[src/rtl/uart_pkg.sv]
// Shared UART definitions: receiver FSM states and bit-timing load constants.
package uart_pkg;

  typedef enum logic [2:0] {
    IDLE   = 3'd0,
    START  = 3'd1,
    DATA   = 3'd2,
    PARITY = 3'd3,
    STOP   = 3'd4,
    BREAK  = 3'd5
  } uart_rx_state_t;

  function automatic int bit_load(input int fclk, input int baud);
    return fclk / baud - 1;
  endfunction

  function automatic int half_load(input int fclk, input int baud);
    return (fclk / baud) / 2 - 1;
  endfunction

endpackage

[src/rtl/uart_sync2.sv]
// Two-flop synchronizer for an asynchronous single-bit input; 2 clk latency, no backpressure.
module uart_sync2 #(
  parameter logic RST_VAL = 1'b1
) (
  input  logic clk,
  input  logic rst_n,
  input  logic d,
  output logic q
);

  logic meta_q, meta_d;
  logic sync_q, sync_d;

  always_comb begin
    meta_d = d;
    sync_d = meta_q;
  end

  always_ff @(posedge clk or negedge rst_n) begin
    if (!rst_n) begin
      meta_q <= RST_VAL;
      sync_q <= RST_VAL;
    end else begin
      meta_q <= meta_d;
      sync_q <= sync_d;
    end
  end

  assign q = sync_q;

endmodule

[src/rtl/uart_rx.sv]
// UART receiver (8N1, or 8E1 with UART_RX_PARITY_EN); byte/error pulses one cycle after the stop sample.
// No backpressure: rx_valid is a strobe, the consumer must take rx_data in that cycle or read the held value later.
module uart_rx
  import uart_pkg::*;
#(
  parameter int FCLK = 50000000,
  parameter int BAUD = 115200
) (
  input  logic       clk,
  input  logic       rst_n,
  input  logic       rx,
  output logic [7:0] rx_data,
  output logic       rx_valid,
  output logic       frame_err,
  output logic       parity_err,
  output logic       idle
);

  localparam int BIT_LOAD  = bit_load(FCLK, BAUD);
  localparam int HALF_LOAD = half_load(FCLK, BAUD);
  localparam int CW        = $clog2(BIT_LOAD + 1);

  logic rx_s;

  uart_sync2 #(.RST_VAL(1'b1)) u_sync (
    .clk   (clk),
    .rst_n (rst_n),
    .d     (rx),
    .q     (rx_s)
  );

  uart_rx_state_t state_q, state_d;
  logic [CW-1:0]  cnt_q, cnt_d;
  logic [2:0]     bit_cnt_q, bit_cnt_d;
  logic [7:0]     shift_q, shift_d;
  logic [7:0]     rx_data_q, rx_data_d;
  logic           rx_valid_q, rx_valid_d;
  logic           frame_err_q, frame_err_d;
`ifdef UART_RX_PARITY_EN
  logic           par_bad_q, par_bad_d;
  logic           parity_err_q, parity_err_d;
`endif
  logic           cnt_zero;

  assign cnt_zero = (cnt_q == '0);

  always_comb begin
    state_d     = state_q;
    cnt_d       = cnt_zero ? cnt_q : cnt_q - CW'(1);
    bit_cnt_d   = bit_cnt_q;
    shift_d     = shift_q;
    rx_data_d   = rx_data_q;
    rx_valid_d  = 1'b0;
    frame_err_d = 1'b0;
`ifdef UART_RX_PARITY_EN
    par_bad_d    = par_bad_q;
    parity_err_d = 1'b0;
`endif
    case (state_q)
      IDLE: begin
        if (!rx_s) begin
          cnt_d   = CW'(HALF_LOAD);
          state_d = START;
`ifdef UART_RX_PARITY_EN
          par_bad_d = 1'b0;
`endif
        end
      end
      START: begin
        if (cnt_zero) begin
          if (!rx_s) begin
            cnt_d     = CW'(BIT_LOAD);
            bit_cnt_d = 3'd0;
            state_d   = DATA;
          end else begin
            state_d = IDLE;
          end
        end
      end
      DATA: begin
        if (cnt_zero) begin
          shift_d = {rx_s, shift_q[7:1]};
          cnt_d   = CW'(BIT_LOAD);
          if (bit_cnt_q == 3'd7) begin
`ifdef UART_RX_PARITY_EN
            state_d = PARITY;
`else
            state_d = STOP;
`endif
          end else begin
            bit_cnt_d = bit_cnt_q + 3'd1;
          end
        end
      end
`ifdef UART_RX_PARITY_EN
      PARITY: begin
        // Even parity: the received bit must equal the XOR of the data bits.
        if (cnt_zero) begin
          par_bad_d = rx_s ^ (^shift_q);
          cnt_d     = CW'(BIT_LOAD);
          state_d   = STOP;
        end
      end
`endif
      STOP: begin
        if (cnt_zero) begin
          if (rx_s) begin
            rx_data_d  = shift_q;
            rx_valid_d = 1'b1;
`ifdef UART_RX_PARITY_EN
            parity_err_d = par_bad_q;
`endif
            state_d = IDLE;
          end else begin
            frame_err_d = 1'b1;
            state_d     = BREAK;
          end
        end
      end
      BREAK: begin
        if (rx_s) state_d = IDLE;
      end
      default: state_d = IDLE;
    endcase
  end

  always_ff @(posedge clk or negedge rst_n) begin
    if (!rst_n) begin
      state_q     <= IDLE;
      cnt_q       <= '0;
      bit_cnt_q   <= 3'd0;
      shift_q     <= 8'h00;
      rx_data_q   <= 8'h00;
      rx_valid_q  <= 1'b0;
      frame_err_q <= 1'b0;
`ifdef UART_RX_PARITY_EN
      par_bad_q    <= 1'b0;
      parity_err_q <= 1'b0;
`endif
    end else begin
      state_q     <= state_d;
      cnt_q       <= cnt_d;
      bit_cnt_q   <= bit_cnt_d;
      shift_q     <= shift_d;
      rx_data_q   <= rx_data_d;
      rx_valid_q  <= rx_valid_d;
      frame_err_q <= frame_err_d;
`ifdef UART_RX_PARITY_EN
      par_bad_q    <= par_bad_d;
      parity_err_q <= parity_err_d;
`endif
    end
  end

  assign rx_data   = rx_data_q;
  assign rx_valid  = rx_valid_q;
  assign frame_err = frame_err_q;
  assign idle      = (state_q == IDLE);
`ifdef UART_RX_PARITY_EN
  assign parity_err = parity_err_q;
`else
  assign parity_err = 1'b0;
`endif

endmodule
[config.mk]
export PLATFORM = sky130hd
export DESIGN_NAME = uart_rx
export DESIGN_NICKNAME = d
export VERILOG_FILES = /design/src/rtl/uart_pkg.sv /design/src/rtl/uart_sync2.sv /design/src/rtl/uart_rx.sv
export SDC_FILE = /design/constraint.sdc
export NUM_CORES = 1
export LEC_CHECK = 0
export ABC_AREA = 1
export CORE_AREA = 8 8 68 70
export CTS_CLUSTER_DIAMETER = 60
export CTS_CLUSTER_SIZE = 25
export DETAILED_ROUTE_END_ITERATION = 10
export DIE_AREA = 0 0 76 78
export GPL_ROUTABILITY_DRIVEN = 0
export GPL_TIMING_DRIVEN = 0
export PLACE_DENSITY = 0.82
export SYNTH_ARGS = -nofsm -noshare
export SYNTH_HDL_FRONTEND = slang
export SYNTH_SLANG_ARGS = --single-unit
[constraint.sdc]
create_clock -name clk -period 2.1 [get_ports clk]
set_input_delay 0.42 -clock clk [delete_from_list [all_inputs] [get_ports clk]]
set_output_delay 0.42 -clock clk [all_outputs]
set_load 0.01 [all_outputs]
==> results.md, run 1 <==
- Status: finished clean
- Number of detailed-route iterations in the first pass: 4
- Crit end category: flop
- Post-synthesis sequential area ratio: 48.82%
- Row cnt: 22
- Num ports: 15
- Clock Sinks: 35
- Estimated wirelength of the detail-placed design: 2.361 mm
- Dpl cell area: 1984 um^2
- Crit Path Category: flop to flop
- Slew margin rel.: 50.24%
- Initial antenna violation count: 0
- P per Cell Area: 511.1 nW/um^2
- Nets: 243
- Most frequent cells in the layout: nand2_1, dfrtp_1, inv_1
- Netlist cell types: 26
- Clock transition at path regs: 0.11 ns
- P_int: 0.8107 mW
- Core area: 3551 um^2
- Die X: 76 um
- Worst hold-check path type: primary input to async pin
- DRC Markers: 0
- Combinational share of power: 2.0%
- # setup viols final: 0
- Reg-to-reg slack, setup: 0.13 ns
- Most common cell after layout, fill and taps aside: nand2_1
- Worst path arrival time: 2.20 ns
- Clock power frac: 33.7%
- Net Sw Power: 0.2458 mW
- Setup_tns: 0 ns
- Skew final: 0.006871 ns
- Routed via count: 1376
- Core Util, Final: 58.21%
- Fmax: 506.8 MHz
- Detailed Route Iter0 Violations: 64
- Avg WL per Cell: 11.40 um
- Sw Ratio: 23.26%
- Max FO, Critical Path: 10
- Reg area: 878.3 um^2
- Die area: 5928 um^2
- Fillers: 304
- Antenna viol nets, final: 0
- Layout cells sized above 1: 19.92%
- Slowest-stage cell, CP: dfrtp_1
- R2R depth: 11
- Initial core utilization: 50.67%
- Clock Tree Root: clkbuf_4
- Reg2reg end: cnt_q[0]$_DFF_PN0_
- Static Leakage: 1.078 nW
- Cell family with most CP delay: simple AND/OR/NAND/NOR gates
- Syn Nets: 221
- Worst-margin pin slew: 0.7464 ns
- Max Root-Sink Buffers: 2
- Fin crit share: 93.96%
- Cell mode on critical path: nand3_1
- Synth warn: 0
- Synthesized flop and latch total: 35
- Worst setup SP type: flop
- Worst path cell trace: inv_2 -> ha_4 -> nand2_1 -> nor2_2 -> nand2_2 -> buf_4 -> ha_1 -> nor2_1 -> nand3_1 -> nand3_1 -> nand3_1
- Pins Over Slew Limit: 0
- Gate Count Post-Synth: 213
- Worst VDD drop: 362.2 uV
- Total power: 1.057 mW
- Number of violations of the max-capacitance limit: 0
- Required time of the critical path: 2.33 ns
- Min Clock Period, post-route: 1.973 ns
- TritonCTS buffer count: 5
- Area delta synth->final: 14.88%
- Routed vias/inst: 4.845
- Bufs and invs on worst path: 2
- Synth Cell Area: 1799 um^2
- Antenna cell count: 0
- Die height: 78 um
- Register share of total power: 64.3%
- Overflow after GRT: 0
- Final instance area: 2067 um^2
- Syn_area_per_cell: 8.447 um^2
- Hold_ws: 0.1317 ns
- Footprint of the multi-input gates: 797.0 um^2
- IO buf count: 13
- Hold Vio Cnt, Final: 0
- CP max stage delay: 0.42 ns
- Worst r2r src: cnt_q[0]$_DFF_PN0_
- CTS tree: yes
- Largest net degree at the start of global routing: 36
- Total GRT Usage: 11.86%
- H-tree Lvls: 2
- First-pass GRT wire length: 5.837 mm
- Detailed Route WL: 3.237 mm
- Vias in the first global route: 1345
- Worst-skew pair later-pin latency: 0.34 ns
stage by stage:
step / std cells / setup WS, ns
2_1_floorplan: 213 / 0.1844
4_1_cts: 282 / 0.06309
3_5_place_dp: 274 / 0.009622
6_report: 284 / 0.1268
5_1_grt: 284 / -0.005995
3_3_place_gp: 274 / -0.1282
layout make-up:
type,instances,area share (%)
Sequential cell,35,42.49
Multi-Input combinational cell,147,38.56
Timing Repair Buffer,15,6.719
Inverter,27,4.903
Tap cell,48,2.906
Clock buffer,6,1.998
Buffer,4,1.816
Clock inverter,2,0.6053
worst max-delay path by stage:
stage	from	endpoint	slack, ns	depth (start not counted)
global route	cnt_q[0]$_DFF_PN0_	cnt_q[0]$_DFF_PN0_	-0.006	11
CTS	cnt_q[0]$_DFF_PN0_	cnt_q[0]$_DFF_PN0_	0.06	11
finish	cnt_q[0]$_DFF_PN0_	cnt_q[0]$_DFF_PN0_	0.13	11
global placement	rst_n	state_q[0]$_DFFE_PN0P_	-0.13	1
floorplan	cnt_q[0]$_DFF_PN0_	cnt_q[0]$_DFF_PN0_	0.18	11
detailed placement	cnt_q[0]$_DFF_PN0_	cnt_q[0]$_DFF_PN0_	0.01	11
registers in the layout (all words and copies together), names as in the netlist:
signal and flops:
cnt_q 9, u_sync.meta_q 1, u_sync.q 1, rx_valid 1, rx_data 8, state_q 3, shift_q 8, frame_err 1
bit_cnt_q 3
layer usage:
layer	vias up	GRT usage, %	share of wire (%)	wire [um]
li1	718	-	-	-
met1	634	13.68	46	1494
met2	20	19.97	49	1600
met3	4	3.341	3.3	107
met4	0	5.490	1.1	35
met5	-	0	0	0
power by group through the flow:
stage          Clock (mW)  Sequential (mW)  Combinational [mW]
5_1_grt             0.399            0.680              0.0258
6_report            0.356            0.679              0.0214
3_3_place_gp            0            0.692              0.0236
4_1_cts             0.373            0.679              0.0227
3_5_place_dp            0            0.692              0.0226
2_1_floorplan           0            0.692             0.00574
synthesized netlist by cell type:
library cell / number / area (um^2)
conb_1: 1 / 3.750
a31o_2: 1 / 8.760
nand4_1: 3 / 18.77
nor2_2: 2 / 12.51
buf_6: 2 / 22.52
nand3_1: 13 / 65.06
xnor2_1: 1 / 8.760
or2_2: 1 / 6.260
nor2_4: 2 / 22.52
o21ai_2: 8 / 70.07
inv_2: 6 / 22.52
clkinv_1: 1 / 3.750
nand2_4: 2 / 22.52
buf_4: 2 / 15.01
nor2_1: 16 / 60.06
nand2_2: 3 / 18.77
xor2_1: 1 / 8.760
o21ai_0: 3 / 15.01
ha_1: 5 / 62.56
nand3_4: 2 / 35.03
dfstp_2: 2 / 52.55
dfrtp_1: 33 / 825.8
o21ai_1: 12 / 60.06
nor2_8: 1 / 20.02
inv_1: 20 / 75.07
nand2_1: 70 / 262.8
kinds of logic after synthesis:
group,synth area share (%)
and+or+nand+nor,30.25
DFF,48.82
buffers and inverters,7.718
AOI/OAI and AO/OA,8.554
adders and majority gates,3.477
xor gates and xnor gates,0.9738
other,0.2084
repair_timing:
action	4_1_cts	5_1_grt
setup buffers	0	2
hold buffers	0	0
cloned	0	0
resized for setup	3	2
setup endpoints to repair	2	1
No activity file was read; power rests on OpenSTA's default activity.
==> run 2, diff against run 1 <==
--- a/config.mk
+++ b/config.mk
@@ -6,14 +6,15 @@
 export NUM_CORES = 1
 export LEC_CHECK = 0
 export ABC_AREA = 1
-export CORE_AREA = 8 8 68 70
+export CORE_AREA = 8 8 69 71
 export CTS_CLUSTER_DIAMETER = 60
 export CTS_CLUSTER_SIZE = 25
 export DETAILED_ROUTE_END_ITERATION = 10
-export DIE_AREA = 0 0 76 78
+export DIE_AREA = 0 0 77 79
 export GPL_ROUTABILITY_DRIVEN = 0
 export GPL_TIMING_DRIVEN = 0
 export PLACE_DENSITY = 0.82
 export SYNTH_ARGS = -nofsm -noshare
 export SYNTH_HDL_FRONTEND = slang
+export SYNTH_HIERARCHICAL = 1
 export SYNTH_SLANG_ARGS = --single-unit
==> results.md, run 2 <==
- Post-Layout Cell Count: 287 (+1.1%)
- Skew final: 0.006010 ns (-0.0008610 ns)
- Slew margin rel.: 50.00% (-0.24 points)
- Worst VDD drop: 497.9 uV (+37%)
- IO buf count: 13 (unchanged)
- Setup_tns: 0 ns (unchanged)
- Avg WL per Cell: 12.52 um (+9.8%)
- Die area: 6083 um^2 (+2.6%)
- Clock power frac: 46.3% (+13 points)
- Syn Nets: 222 (+0.45%)
- Required time of the critical path: 1.68 ns (-0.65 ns)
- # setup viols final: 0 (unchanged)
- Most frequent cells after synthesis: nand2_1, dfrtp_1, inv_1
- Placed cell count: 277 (+1.1%)
- Fmax: 504.0 MHz (-0.55%)
- Syn_area_per_cell: 8.641 um^2 (+2.3%)
- Overflow after GRT: 0 (unchanged)
- Total power: 1.304 mW (+23%)
- Number of violations of the max-capacitance limit: 0 (unchanged)
- DRC Markers: 0 (unchanged)
- RSZ-0062 raised after global routing: no
- Core Util, Final: 57.05% (-1.2 points)
- Total GRT Usage: 12.45% (+0.59 points)
- P_int: 1.035 mW (+28%)
- Final instance area: 2167 um^2 (+4.8%)
- Detailed Route WL: 3.593 mm (+11%)
- Area delta synth->final: 17.19%
- Synth warn: 6 (+6)
- Critical Path Start: state_q[0]$_DFFE_PN0P_
- Max Root-Sink Buffers: 2 (unchanged)
- Antenna cell count: 0 (unchanged)
- Reg2reg end: cnt_q[0]$_DFF_PN0_
- Register share of total power: 52.1% (-12 points)
- Worst setup SP type: flop
- Routed via count: 1430 (+3.9%)
- Gate Count Post-Synth: 214 (+0.47%)
- Synth async-reset ratio: 100.0% (unchanged)
- Post-synthesis sequential area ratio: 47.50% (-1.3 points)
- Worst hold-check path type: primary input to async pin
- Row cnt: 23 (+4.5%)
- Yosys top cell by area: dfrtp_1
- Layout cells sized above 1: 22.78% (+2.9 points)
- Status: finished clean
- Clock transition at path regs: 0.07 ns (-0.04 ns)
- CTS tree: yes
- Netlist cell types: 26 (unchanged)
- Most common cell in the netlist: nand2_1
- Crit end category: primary output
- Synthesized flop and latch total: 35 (unchanged)
- Largest net degree at the start of global routing: 36 (unchanged)
- Pre-CTS setup slack: 0.07132 ns (+0.06170 ns)
- Max reg flops: 9 (unchanged)
- Antenna viol nets, final: 0 (unchanged)
- Most common cell after layout, fill and taps aside: nand2_1
- Nets: 244 (+0.41%)
- Clock Tree Root: clkbuf_8
- H-tree Lvls: 2 (unchanged)
- Fin crit share: 94.48% (+0.52 points)
- Initial antenna violation count: 0 (unchanged)
- Biggest register: cnt_q
- Estimated wirelength of the detail-placed design: 2.658 mm (+13%)
- Combinational share of power: 1.6% (-0.4 points)
- Pins Over Slew Limit: 0 (unchanged)
- Worst Setup EP: idle
- Worst-skew pair later-pin latency: 0.29 ns (-0.05 ns)
- Dpl cell area: 2037 um^2 (+2.6%)
- Most frequent cells in the layout: nand2_1, dfrtp_1, inv_1
- R2R depth: 10 (-1)
- Net Sw Power: 0.2694 mW (+9.6%)
- P per Cell Area: 601.9 nW/um^2 (+18%)
- Die X: 77 um (+1.3%)
- # hold bufs at CTS: 0 (unchanged)
- Detailed Route Iter0 Violations: 91 (+42%)
- Crit Path Category: flop to primary output
- Clock Sinks: 35 (unchanged)
- Vias in the first global route: 1416 (+5.3%)
- Routed vias/inst: 4.983 (+2.8%)
- Static Leakage: 1.127 nW (+4.6%)
- Worst-margin pin slew: 0.7500 ns (+0.003661 ns)
- Initial core utilization: 48.68% (-2.0 points)
- Reg-to-reg slack, setup: 0.21 ns (+0.08 ns)
- Min Clock Period, post-route: 1.984 ns (+0.01084 ns)
- First-pass GRT wire length: 6.120 mm (+4.8%)
- Num ports: 15 (unchanged)
- Synth Cell Area: 1849 um^2 (+2.8%)
- Worst path arrival time: 1.56 ns (-0.64 ns)
- Die height: 79 um (+1.3%)
- Max FO, Critical Path: 6 (-4)
- Number of synthesized flops with an enable pin: 0 (unchanged)
- Post-synth top flop: dfrtp_1
- Number of detailed-route iterations in the first pass: 4 (unchanged)
- Hold Vio Cnt, Final: 0 (unchanged)
- Core area: 3799 um^2 (+7.0%)
- Worst r2r src: cnt_q[0]$_DFF_PN0_
- Yosys top cell area share: 44.65% (-1.2 points)
- Setup slack after layout: 0.1159 ns (-0.01085 ns)
- Ranking of synthesized cells by area: dfrtp_1, nand2_1, o21ai_2
- TritonCTS buffer count: 5 (unchanged)
- Sw Ratio: 20.65% (-2.6 points)
- Hold_ws: 0.1933 ns (+0.06151 ns)
run 2: cell type report:
type                    count  area, um^2
multi-input cells         149       838.3
well taps                  50       62.56
inverters                  26       97.59
fillers                   341        1632
plain buffers               4       37.54
clock buffers               5       68.82
repair buffers             15       140.1
clock inverters             3       43.79
flip-flops and latches     35       878.3
run 2: timing repair:
action,CTS,global route
buffers inserted,0,2
gates resized for setup,0,2
setup endpoints to repair,0,1
run 2: cells by family (layout without fill, tap and decap cells):
logic type / Yosys count / count (layout) / synth area share (%)
compound gates: 26 / 26 / 10.49
xor+xnor: 1 / 1 / 0.4737
fa+ha+maj: 5 / 5 / 3.383
buf+inv: 30 / 53 / 7.307
flops: 35 / 35 / 47.50
other cells: 1 / 1 / 0.2028
simple gates: 116 / 116 / 30.65
run 2: worst min-delay path by stage:
stage	startpoint	end	slack (ns)	cells past startpoint
6_report	rst_n	cnt_q[7]$_DFF_PN0_	0.19	1
3_3_place_gp	u_sync/meta_q$_DFF_PN1_	u_sync/q$_DFF_PN1_	0.35	0
3_5_place_dp	u_sync/meta_q$_DFF_PN1_	u_sync/q$_DFF_PN1_	0.35	0
2_1_floorplan	rst_n	bit_cnt_q[0]$_DFFE_PN0P_	0.12	0
4_1_cts	rst_n	rx_data[2]$_DFFE_PN0P_	0.22	1
5_1_grt	rst_n	rx_data[2]$_DFFE_PN0P_	0.26	1
run 2: power groups by stage:
stage	Combinational (mW)	Clock [mW]	Sequential, mW
floorplan	0.00514	0	0.692
global route	0.0247	0.650	0.680
finish	0.0206	0.604	0.680
detailed placement	0.0220	0	0.693
CTS	0.0220	0.619	0.680
global placement	0.0226	0	0.693
run 2: critical path, stage by stage (launching register included):
cell and delay [ns]:
dfrtp_1 0.43, inv_1 0.09, nand2_1 0.07, nor2_1 0.12
clkdlybuf4s50_1 0.56
run 2: metal layers:
layer	part of all wire (%)	GRT usage, %
met5	0	0
met4	1.2	5.094
met3	2.8	3.725
met2	52	22.26
met1	44	13.55
==> run 3, diff against run 2 <==
--- a/config.mk
+++ b/config.mk
@@ -6,14 +6,14 @@
 export NUM_CORES = 1
 export LEC_CHECK = 0
 export ABC_AREA = 1
-export CORE_AREA = 8 8 69 71
+export CORE_AREA = 8 8 88 90
 export CTS_CLUSTER_DIAMETER = 60
 export CTS_CLUSTER_SIZE = 25
 export DETAILED_ROUTE_END_ITERATION = 10
-export DIE_AREA = 0 0 77 79
+export DIE_AREA = 0 0 96 98
 export GPL_ROUTABILITY_DRIVEN = 0
 export GPL_TIMING_DRIVEN = 0
-export PLACE_DENSITY = 0.82
+export PLACE_DENSITY = 0.57
 export SYNTH_ARGS = -nofsm -noshare
 export SYNTH_HDL_FRONTEND = slang
 export SYNTH_HIERARCHICAL = 1
==> results.md, run 3 (synthesized netlist as in run 2, its figures left out) <==
- Number of violations of the max-capacitance limit: 0 (unchanged)
- Initial core utilization: 28.48% (-20 points)
- Fillers: 673 (+97%)
- Setup Buffers After CTS: 0 (unchanged)
- Die area: 9408 um^2 (+55%)
- Reg area: 878.3 um^2 (unchanged)
- Initial antenna violation count: 0 (unchanged)
- Largest net degree at the start of global routing: 36 (unchanged)
- TritonCTS buffer count: 5 (unchanged)
- Worst r2r src: cnt_q[0]$_DFF_PN0_
- Reg-to-reg slack, setup: 0.17 ns (-0.04 ns)
- Pins Over Slew Limit: 0 (unchanged)
- Area delta synth->final: 19.49%
- Max Root-Sink Buffers: 2 (unchanged)
- Crit end category: flop
- Avg WL per Cell: 11.01 um (-12%)
- Post-Layout Cell Count: 315 (+9.8%)
- Placed cell count: 307 (+11%)
- Worst path arrival time: 2.11 ns (+0.55 ns)
- Min Clock Period, post-route: 1.931 ns (-0.05312 ns)
- First-pass GRT wire length: 6.348 mm (+3.7%)
- Estimated wirelength of the detail-placed design: 2.593 mm (-2.5%)
- Antenna viol nets, final: 0 (unchanged)
- Fin crit share: 91.95% (-2.5 points)
- P per Cell Area: 639.9 nW/um^2 (+6.3%)
- # setup viols final: 0 (unchanged)
- Max reg flops: 9 (unchanged)
- Slew margin rel.: 48.76% (-1.2 points)
- Total GRT Usage: 8.224% (-4.2 points)
- Overflow after GRT: 0 (unchanged)
- Layout cells sized above 1: 21.28% (-1.5 points)
- Footprint of the multi-input gates: 835.8 um^2 (-0.30%)
- Reg2reg end: cnt_q[0]$_DFF_PN0_
- Skew final: 0.004065 ns (-0.001945 ns)
- # hold bufs at CTS: 0 (unchanged)
- R2R depth: 10 (unchanged)
- Worst setup SP type: flop
- Hold Vio Cnt, Final: 0 (unchanged)
- Antenna cell count: 0 (unchanged)
- Nets: 242 (-0.82%)
- Row cnt: 30 (+30%)
- Post_cts resized: 0 (unchanged)
- Max FO, Critical Path: 10 (+4)
- Routed via count: 1379 (-3.6%)
- Num ports: 15 (unchanged)
- Die height: 98 um (+24%)
- CTS tree: yes
- Clock Tree Root: clkbuf_8
- Core area: 6494 um^2 (+71%)
- Fmax: 517.9 MHz (+2.8%)
- Detailed Route Iter0 Violations: 36 (-60%)
- Routed vias/inst: 4.378 (-12%)
- Required time of the critical path: 2.28 ns (+0.60 ns)
- Most common cell after layout, fill and taps aside: nand2_1
- Total power: 1.414 mW (+8.4%)
- Setup_tns: 0 ns (unchanged)
- Clock transition at path regs: 0.07 ns (about the same)
- IO buf count: 13 (unchanged)
- Worst VDD drop: 345.6 uV (-31%)
- Number of detailed-route iterations in the first pass: 4 (unchanged)
- DRC Markers: 0 (unchanged)
- Most frequent cells in the layout: nand2_1, dfrtp_1, inv_1
- Worst-margin pin slew: 0.7686 ns (+0.01854 ns)
- Die X: 96 um (+25%)
- Worst hold-check path type: primary input to async pin
- Static Leakage: 1.146 nW (+1.7%)
- Biggest register: cnt_q
- Detailed Route WL: 3.468 mm (-3.5%)
- Worst-skew pair later-pin latency: 0.28 ns (about the same)
- H-tree Lvls: 2 (unchanged)
- Crit Path Category: flop to flop
- Clock Sinks: 35 (unchanged)
- RSZ-0062 raised after global routing: no
- Status: finished clean
- Vias in the first global route: 1426 (+0.71%)
-- run 3: cell count changes in the layout (fill, tap and decap cells not counted) --
cell	delta
dlymetal6s2s_1	+1
ha_2	-1
clkinv_4	-1
buf_4	-2
bufinv_16	+1
ha_1	+1
clkinv_2	-1
clkdlybuf4s50_1	-1
clkbuf_1	+1
-- run 3: area by class of cell --
class / instances / area share (%)
Sequential cell: 35 / 39.75
Tap cell: 80 / 4.530
Multi-Input combinational cell: 149 / 37.83
Clock buffer: 6 / 3.284
Clock inverter: 2 / 2.718
Timing Repair Buffer: 13 / 5.776
Inverter: 26 / 4.417
Buffer: 4 / 1.699
-- run 3: power by group --
group	total (mW)	internal, mW	leakage (nW)	switching [mW]
Combinational	0.0209	0.00443	0.616	0.0164
Clock	0.713	0.475	0.0654	0.239
Sequential	0.680	0.677	0.464	0.00252
Total	1.41	1.16	1.15	0.258
-- run 3: how the worst max path moves through the flow --
stage                                 startpoint                 end
final                         cnt_q[0]$_DFF_PN0_  cnt_q[0]$_DFF_PN0_
after global routing          cnt_q[0]$_DFF_PN0_  cnt_q[0]$_DFF_PN0_
after CTS                 state_q[0]$_DFFE_PN0P_                idle
after detailed placement      cnt_q[0]$_DFF_PN0_  cnt_q[0]$_DFF_PN0_
after global placement                     rst_n  cnt_q[4]$_DFF_PN0_
after floorplan               cnt_q[0]$_DFF_PN0_  cnt_q[0]$_DFF_PN0_
-- run 3: per-stage QoR --
stage	worst slack [ns]	instance area, um^2	util, %	hold WS [ns]
after CTS	0.03961	2207	33.99	0.2345
after floorplan	0.2867	1849	-	0.1244
after global routing	0.03574	2210	34.03	0.2813
final	0.1691	2210	34.03	0.2072
after global placement	-0.1840	2079	32.02	0.3468
after detailed placement	0.1118	2074	31.95	0.3478
-- run 3: critical path: stages, from the launching register on --
cell and delay (ns):
dfrtp_1 0.41, inv_2 0.11, ha_1 0.22, nand2_1 0.07, nor2_1 0.13, nand2_2 0.13
buf_4 0.20, ha_1 0.29, nand3b_1 0.16, nand2_1 0.07, nand2_1 0.04
-- run 3: routing by layer --
| metal | wire length [um] | GRT usage (%) |
|---|---|---|
| met1 | 1620 | 10.13 |
| met2 | 1731 | 13.53 |
| met3 | 83 | 2.533 |
| met4 | 33 | 1.775 |
| met5 | 0 | 0 |
